$ cat src/rtl/instr_fetch_if.sv
// Instruction-memory port of the fetch unit: req/gnt request channel and
// in-order rvalid/rdata response channel.
//   instr_req    - request valid (fetch side)
//   instr_addr   - word-aligned fetch address (fetch side)
//   instr_gnt    - request accepted this cycle (memory side)
//   instr_rvalid - response valid, in request order (memory side)
//   instr_rdata  - response data (memory side)
interface instr_fetch_if;
  logic        instr_req;
  logic [31:0] instr_addr;
  logic        instr_gnt;
  logic        instr_rvalid;
  logic [31:0] instr_rdata;

  modport master (
    output instr_req,
    output instr_addr,
    input  instr_gnt,
    input  instr_rvalid,
    input  instr_rdata
  );

  modport slave (
    input  instr_req,
    input  instr_addr,
    output instr_gnt,
    output instr_rvalid,
    output instr_rdata
  );
endinterface

$ cat src/rtl/instr_fetch.sv
// Instruction fetch unit. Issues sequential word fetches on the instruction
// memory port, buffers responses with their PCs in a prefetch FIFO and hands
// them to the decoder. A redirect flushes the FIFO, restarts fetching at the
// target and discards every response still owed to the old stream.
//   clk_i, rst_ni    - clock, asynchronous active-low reset
//   mem              - instruction memory port (master side)
//   redirect_i       - one-cycle jump/branch pulse
//   redirect_addr_i  - new PC (bits [1:0] ignored)
//   instr_valid_o    - instr_o/instr_pc_o valid
//   instr_o          - instruction to the decoder
//   instr_pc_o       - PC of instr_o
//   instr_ready_i    - decoder accepts the head entry
module instr_fetch #(
  parameter logic [31:0] BOOT_ADDR  = 32'h0000_0000,
  parameter int unsigned FIFO_DEPTH = 2
) (
  input  logic                clk_i,
  input  logic                rst_ni,
  instr_fetch_if.master       mem,
  input  logic                redirect_i,
  input  logic [31:0]         redirect_addr_i,
  output logic                instr_valid_o,
  output logic [31:0]         instr_o,
  output logic [31:0]         instr_pc_o,
  input  logic                instr_ready_i
);

  localparam int unsigned PtrW = $clog2(FIFO_DEPTH);
  localparam int unsigned CntW = $clog2(FIFO_DEPTH + 1);

  typedef logic [PtrW-1:0] ptr_t;
  typedef logic [CntW-1:0] cnt_t;

  localparam cnt_t DepthCnt = cnt_t'(FIFO_DEPTH);

  logic [31:0] fetch_pc_q, fetch_pc_d;
  logic        req_q, req_d;
  logic [31:0] addr_q, addr_d;
  cnt_t        outst_q, outst_d;
  cnt_t        disc_q, disc_d;
  cnt_t        occ_q, occ_d;
  ptr_t        wptr_q, wptr_d;
  ptr_t        rptr_q, rptr_d;
  ptr_t        qw_q, qw_d;
  ptr_t        qr_q, qr_d;

  logic [31:0] pcq_q  [FIFO_DEPTH];  // PCs of granted requests awaiting rvalid
  logic [31:0] data_q [FIFO_DEPTH];
  logic [31:0] pc_q   [FIFO_DEPTH];

  logic        grant, hold, rvalid_eff, drop, push, pop, issue;
  logic [31:0] target, base_pc;
  logic [CntW:0] credit;

  assign instr_valid_o  = (occ_q != '0) & ~redirect_i;
  assign instr_o        = data_q[rptr_q];
  assign instr_pc_o     = pc_q[rptr_q];
  assign mem.instr_req  = req_q;
  assign mem.instr_addr = addr_q;

  always_comb begin
    grant      = req_q & mem.instr_gnt;
    hold       = req_q & ~mem.instr_gnt;
    // A stray rvalid with nothing outstanding is ignored.
    rvalid_eff = mem.instr_rvalid & (outst_q != '0);
    // A response arriving with a redirect belongs to the old stream.
    drop       = rvalid_eff & ((disc_q != '0) | redirect_i);
    push       = rvalid_eff & ~drop;
    pop        = instr_valid_o & instr_ready_i;
    target     = redirect_addr_i & 32'hFFFF_FFFC;

    outst_d = outst_q + cnt_t'(grant) - cnt_t'(rvalid_eff);
    qw_d    = qw_q + ptr_t'(grant);
    qr_d    = qr_q + ptr_t'(rvalid_eff);
    rptr_d  = rptr_q + ptr_t'(pop);

    if (redirect_i) begin
      occ_d  = '0;
      wptr_d = rptr_q;
    end else begin
      occ_d  = occ_q + cnt_t'(push) - cnt_t'(pop);
      wptr_d = wptr_q + ptr_t'(push);
    end

    // Everything still in flight after this cycle, including an ungranted
    // request, is stale once a redirect is taken.
    disc_d = disc_q;
    if (redirect_i) begin
      disc_d = outst_d + cnt_t'(hold);
    end else if (rvalid_eff && (disc_q != '0)) begin
      disc_d = disc_q - cnt_t'(1);
    end

    // Credit is checked against next-cycle state so a granted request is
    // already counted when the following one is decided.
    credit  = {1'b0, occ_d} + {1'b0, outst_d};
    base_pc = redirect_i ? target : fetch_pc_q;
    issue   = ~hold & (credit < {1'b0, DepthCnt});

    req_d      = hold | issue;
    addr_d     = issue ? base_pc : addr_q;
    fetch_pc_d = issue ? base_pc + 32'd4 : base_pc;
  end

  always_ff @(posedge clk_i or negedge rst_ni) begin
    if (!rst_ni) begin
      fetch_pc_q <= BOOT_ADDR;
      req_q      <= 1'b0;
      addr_q     <= BOOT_ADDR;
      outst_q    <= '0;
      disc_q     <= '0;
      occ_q      <= '0;
      wptr_q     <= '0;
      rptr_q     <= '0;
      qw_q       <= '0;
      qr_q       <= '0;
      for (int i = 0; i < int'(FIFO_DEPTH); i++) begin
        pcq_q[i]  <= '0;
        data_q[i] <= '0;
        pc_q[i]   <= '0;
      end
    end else begin
      fetch_pc_q <= fetch_pc_d;
      req_q      <= req_d;
      addr_q     <= addr_d;
      outst_q    <= outst_d;
      disc_q     <= disc_d;
      occ_q      <= occ_d;
      wptr_q     <= wptr_d;
      rptr_q     <= rptr_d;
      qw_q       <= qw_d;
      qr_q       <= qr_d;
      if (grant) begin
        pcq_q[qw_q] <= addr_q;
      end
      if (push) begin
        data_q[wptr_q] <= mem.instr_rdata;
        pc_q[wptr_q]   <= pcq_q[qr_q];
      end
    end
  end

  rvalid_with_outstanding: assert property (
    @(posedge clk_i) disable iff (!rst_ni) mem.instr_rvalid |-> (outst_q != '0)
  );

endmodule

$ cat src/flat_wrapper.sv
// flat-port wrapper written by rule: the top's interface ports become plain ports
module instr_fetch_flat 
#(
  parameter logic [31:0] BOOT_ADDR  = 32'h0000_0000,
  parameter int unsigned FIFO_DEPTH = 2
)
  (clk_i, rst_ni, redirect_i, redirect_addr_i, instr_valid_o, instr_o, instr_pc_o, instr_ready_i, mem_instr_req, mem_instr_addr, mem_instr_gnt, mem_instr_rvalid, mem_instr_rdata);
  instr_fetch_if mem_i ();
  input  logic clk_i;
  input  logic rst_ni;
  input  logic redirect_i;
  input  logic [31:0] redirect_addr_i;
  output logic instr_valid_o;
  output logic [31:0] instr_o;
  output logic [31:0] instr_pc_o;
  input  logic instr_ready_i;
  output wire logic [$bits(mem_i.instr_req)-1:0] mem_instr_req;
  output wire logic [$bits(mem_i.instr_addr)-1:0] mem_instr_addr;
  input wire logic [$bits(mem_i.instr_gnt)-1:0] mem_instr_gnt;
  input wire logic [$bits(mem_i.instr_rvalid)-1:0] mem_instr_rvalid;
  input wire logic [$bits(mem_i.instr_rdata)-1:0] mem_instr_rdata;
  assign mem_instr_req = mem_i.instr_req;
  assign mem_instr_addr = mem_i.instr_addr;
  assign mem_i.instr_gnt = mem_instr_gnt;
  assign mem_i.instr_rvalid = mem_instr_rvalid;
  assign mem_i.instr_rdata = mem_instr_rdata;
  instr_fetch #(.BOOT_ADDR(BOOT_ADDR), .FIFO_DEPTH(FIFO_DEPTH)) u_core (.clk_i(clk_i), .rst_ni(rst_ni), .mem(mem_i), .redirect_i(redirect_i), .redirect_addr_i(redirect_addr_i), .instr_valid_o(instr_valid_o), .instr_o(instr_o), .instr_pc_o(instr_pc_o), .instr_ready_i(instr_ready_i));
endmodule
$ cat config.mk
export PLATFORM = sky130hd
export DESIGN_NAME = instr_fetch_flat
export DESIGN_NICKNAME = d
export VERILOG_FILES = /design/src/rtl/instr_fetch_if.sv /design/src/rtl/instr_fetch.sv /design/src/flat_wrapper.sv
export SDC_FILE = /design/constraint.sdc
export NUM_CORES = 1
export LEC_CHECK = 0
export CAP_MARGIN = 20
export CORE_ASPECT_RATIO = 0.7
export CORE_MARGIN = 4
export CORE_UTILIZATION = 55
export CTS_CLUSTER_DIAMETER = 120
export DETAILED_ROUTE_END_ITERATION = 8
export PLACE_DENSITY_LB_ADDON = 0.3
export SYNTH_ARGS = -nofsm -noshare
export SYNTH_HDL_FRONTEND = slang
export SYNTH_SLANG_ARGS = --single-unit
$ cat constraint.sdc
create_clock -name clk_i -period 4.16 [get_ports clk_i]
set_input_delay 1.04 -clock clk_i [delete_from_list [all_inputs] [get_ports clk_i]]
set_output_delay 1.04 -clock clk_i [all_outputs]
set_load 0.02 [all_outputs]
==> run_results.csv <==
group,metric,value,unit
synth,yosys.area.top_type,"dfrtp_1",
synth,netlist_area,0.0120,mm2
sta,tightest_slew,0.751,ns
route,drtIter0Drc,481,
global_routing,grt_pass1_wl,43.5,mm
synth,synth_cells,959,
clock_tree,htree_levels,1,
finish,synthToLayoutAreaGrowth,25.6,%
finish,regArea,0.00668,mm2
synth,ys_seq_area_share,55.9,%
die,die_area,0.0242,mm2
synth,synth-edff-count,0,
critical_path,crit_required,4.61,ns
critical_path,worst-path-max-fanout,6,
global_routing,grt_max_degree,87,
placement,gp_congestion,0.837,
sta,setup_ws,0.281,ns
critical_path,reg2reg_from,"u_core.occ_q[1]",
sta,finalSetupViolCount,0,
critical_path,cpMaxStageDelayCell,"fa_1",
clock_tree,post_cts_resized,0,
synth,ys.flop_type,"dfrtp_1",
pwr,power.total,0.0127,W
finish,drive_above_1_share,26.3,%
critical_path,arrival,4.33,ns
critical_path,critPathMostFrequentCell,"xnor2_1",
synth,synth_commonest_cells,"267 x dfrtp_1, 196 x mux2_2, 106 x nor2_1, 103 x a21oi_1, 57 x mux2i_1",
critical_path,slowest_delay,0.49,ns
synth,synth-seq-cells,267,
critical_path,worstReg2RegEnd,"u_core.fetch_pc_q[30]",
clock_tree,cts_buffers,26,
route,ant_nets,0,
critical_path,ff2ff_setup_slack,0.61,ns
sta,max_slew_margin,49.9,%
route,remaining_drc_errors,0,
clock_tree,clock_path_buffers,3,
route,dr_total_vias,7927,
clock_tree,clockRootBuffer,"clkbuf_16",
die,die_w,184,um
clock_tree,cts_tree,"yes",
sta,slew_violations,0,
sta,finalCritPeriodShare,93.2,%
critical_path,crit_type,"in -> reg",
synth,synth.top_cells.by_area,"dfrtp_1 56%, mux2_2 18%, mux2i_1 4.8%",
synth,syn_area_per_cell,12.5,um2
outcome,status,"finished, final reports clean",
clock_tree,holdBufCountCts,0,
global_routing,antenna_found_initial,1,
sta,hold_viol_final,0,
finish,multi_input_area,0.00507,mm2
global_routing,grt_pass1_vias,8234,
synth,synth_warnings,0,
critical_path,worst_setup_path_end_kind,"flip-flop",
placement,dp_cells,1372,
die,io_pins,168,
critical_path,worstPathCellList,"clkdlybuf4s50_1 -> o21ai_0 -> nor3b_4 -> ha_4 -> xor2_1 -> xnor2_1 -> or2_4 -> fa_1 -> nand2_2 -> nor4b_4 -> buf_4 -> nand4_1 -> nor4b_2 -> xnor2_1",
finish,diodes,0,
pwr,p_leak,6.34,nW
pwr,power_density,847,mW/mm2
job,maxCapViolCount,0,
hold_path,holdCritPathClass,"in -> async",
critical_path,worst_setup_path_start_kind,"input port",
sta,layout_min_cycle_time,3.88,ns
global_routing,grt_overflow,0,
placement,post-place-ws,-0.235,ns
synth,ys_types,48,
die,initial_utilization,56.9,%
clock_tree,cts.sinks,267,
finish,n_fill_cell,1459,
clock_tree,clk_latency,0.53,ns
critical_path,r2r_cells,16,
route,wl,26.5,mm
die,row_count,44,
synth,yosysMostFrequentCell,"dfrtp_1",
sta,skew,0.0241,ns
placement,port_buffers,165,
clock_tree,post_cts_buffers,0,
global_routing,grt_usage,21.8,%
synth,syn_nets,1041,
pwr,ir_worst_vdd,0.502,mV
die,core,0.0210,mm2
route,via_per_inst,5.59,
sta,rsz0062_at_grt,"false",
synth,synthDominantCellAreaShare,55.9,%
route,wl_per_cell,18.7,um
route,dr.pass1.iters,5,
finish,fin_nets,1206,
die,die_y,131,um
clock_tree,clk_pin_slew,0.06,ns
sta,max_freq,0.258,GHz
placement,dp_hpwl,18.1,mm
synth,synthArstFlopShare,100,%
finish,final_cells,1418,
-- worst max-delay path: cells and delay by family --
family                   cells  cell delay, ns
AO/OA/AOI/OAI                1            0.18
XOR/XNOR                     3            0.40
adder cells (fa/ha/maj)      2            0.66
buffers and inverters        2            0.65
AND/OR/NAND/NOR              6            1.39
-- routing by layer --
layer,vias to the layer above,GRT usage (%),wire (um)
met5,-,0,13
met4,2,4.19,468
met3,33,3.76,1430
met2,185,34.7,12600
met1,4016,32.2,12100
li1,3691,-,-
-- worst max-delay path by stage --
stage                           from                    end  slack, ns  cells past startpoint
finish              mem_instr_rvalid  u_core.fetch_pc_q[30]       0.28                     14
global route        mem_instr_rvalid  u_core.fetch_pc_q[30]       0.08                     14
CTS                 mem_instr_rvalid  u_core.fetch_pc_q[30]       0.32                     14
detailed placement  mem_instr_rvalid  u_core.fetch_pc_q[30]      -0.24                     14
global placement    mem_instr_rvalid  u_core.fetch_pc_q[30]      -0.18                     14
floorplan                 redirect_i  u_core.fetch_pc_q[28]      -0.07                     17
-- cell usage in the layout (no fill, tap or decap), types with 3 or more instances in the layout --
master and count:
a21oi_1 103, a22oi_1 3, a32o_1 5, a32oi_1 4
buf_12 7, buf_4 24, bufinv_16 3, clkbuf_1 6
clkbuf_16 27, clkbuf_8 6, clkdlybuf4s50_1 163, clkinv_2 3
dfrtp_1 265, ha_1 5, ha_4 4, inv_1 14
mux2_2 196, mux2i_1 57, nand2_1 18, nand3_1 13
nand3b_1 7, nand4_1 7, nor2_1 104, nor2b_1 10
nor3_2 3, o21ai_0 4, xnor2_1 22, xor2_1 16
-- where the power goes --
group	total [W]	internal [W]	switching [W]
sequential	0.00459	0.00379	0.000801
combinational	0.00569	0.00293	0.00276
clock	0.00244	0.00148	0.000966
total	0.0127	0.00819	0.00453
-- registers in the layout, summed over array words and instances (netlist names) --
name	cells
u_core.qw_q	1
u_core.mem.instr_req	1
u_core.qr_q	1
u_core.rptr_q	1
u_core.pc_q	64
u_core.occ_q	2
u_core.outst_q	2
u_core.data_q	64
u_core.mem.instr_addr	32
u_core.fetch_pc_q	32
u_core.pcq_q	64
u_core.wptr_q	1
u_core.disc_q	2
-- stage by stage --
| stage | utilization, % | setup TNS [ns] | area, um2 | hold slack (ns) |
|---|---|---|---|---|
| after detailed placement | 67.2 | -2.74 | 14100 | 0.490 |
| after global routing | 71.4 | 0 | 15000 | 0.517 |
| after floorplan | - | -0.0703 | 12100 | 0.469 |
| after global placement | 67.2 | -1.13 | 14100 | 0.483 |
| final | 71.4 | 0 | 15000 | 0.492 |
| after CTS | 71.4 | 0 | 15000 | 0.504 |
-- cell families (layout without fill, tap and decap cells) --
family,after synthesis,after routing,share of synthesized area (%)
adders and majority gates,12,12,1.32
buffers and inverters,73,256,2.59
AOI/OAI and AO/OA,128,128,6.30
and+or+nand+nor,188,188,7.91
muxes,253,253,23.2
DFF,267,267,55.9
xor gates and xnor gates,38,38,2.78
-- final cells by class --
type | count | share of cell area, %
multi-input cells | 619 | 33.8
flip-flops and latches | 267 | 44.5
repair buffers | 195 | 13.1
well taps | 276 | 2.30
inverters | 15 | 0.375
clock inverters | 7 | 0.750
clock buffers | 39 | 5.20
Note: power is estimated with default switching activity, not from simulation.
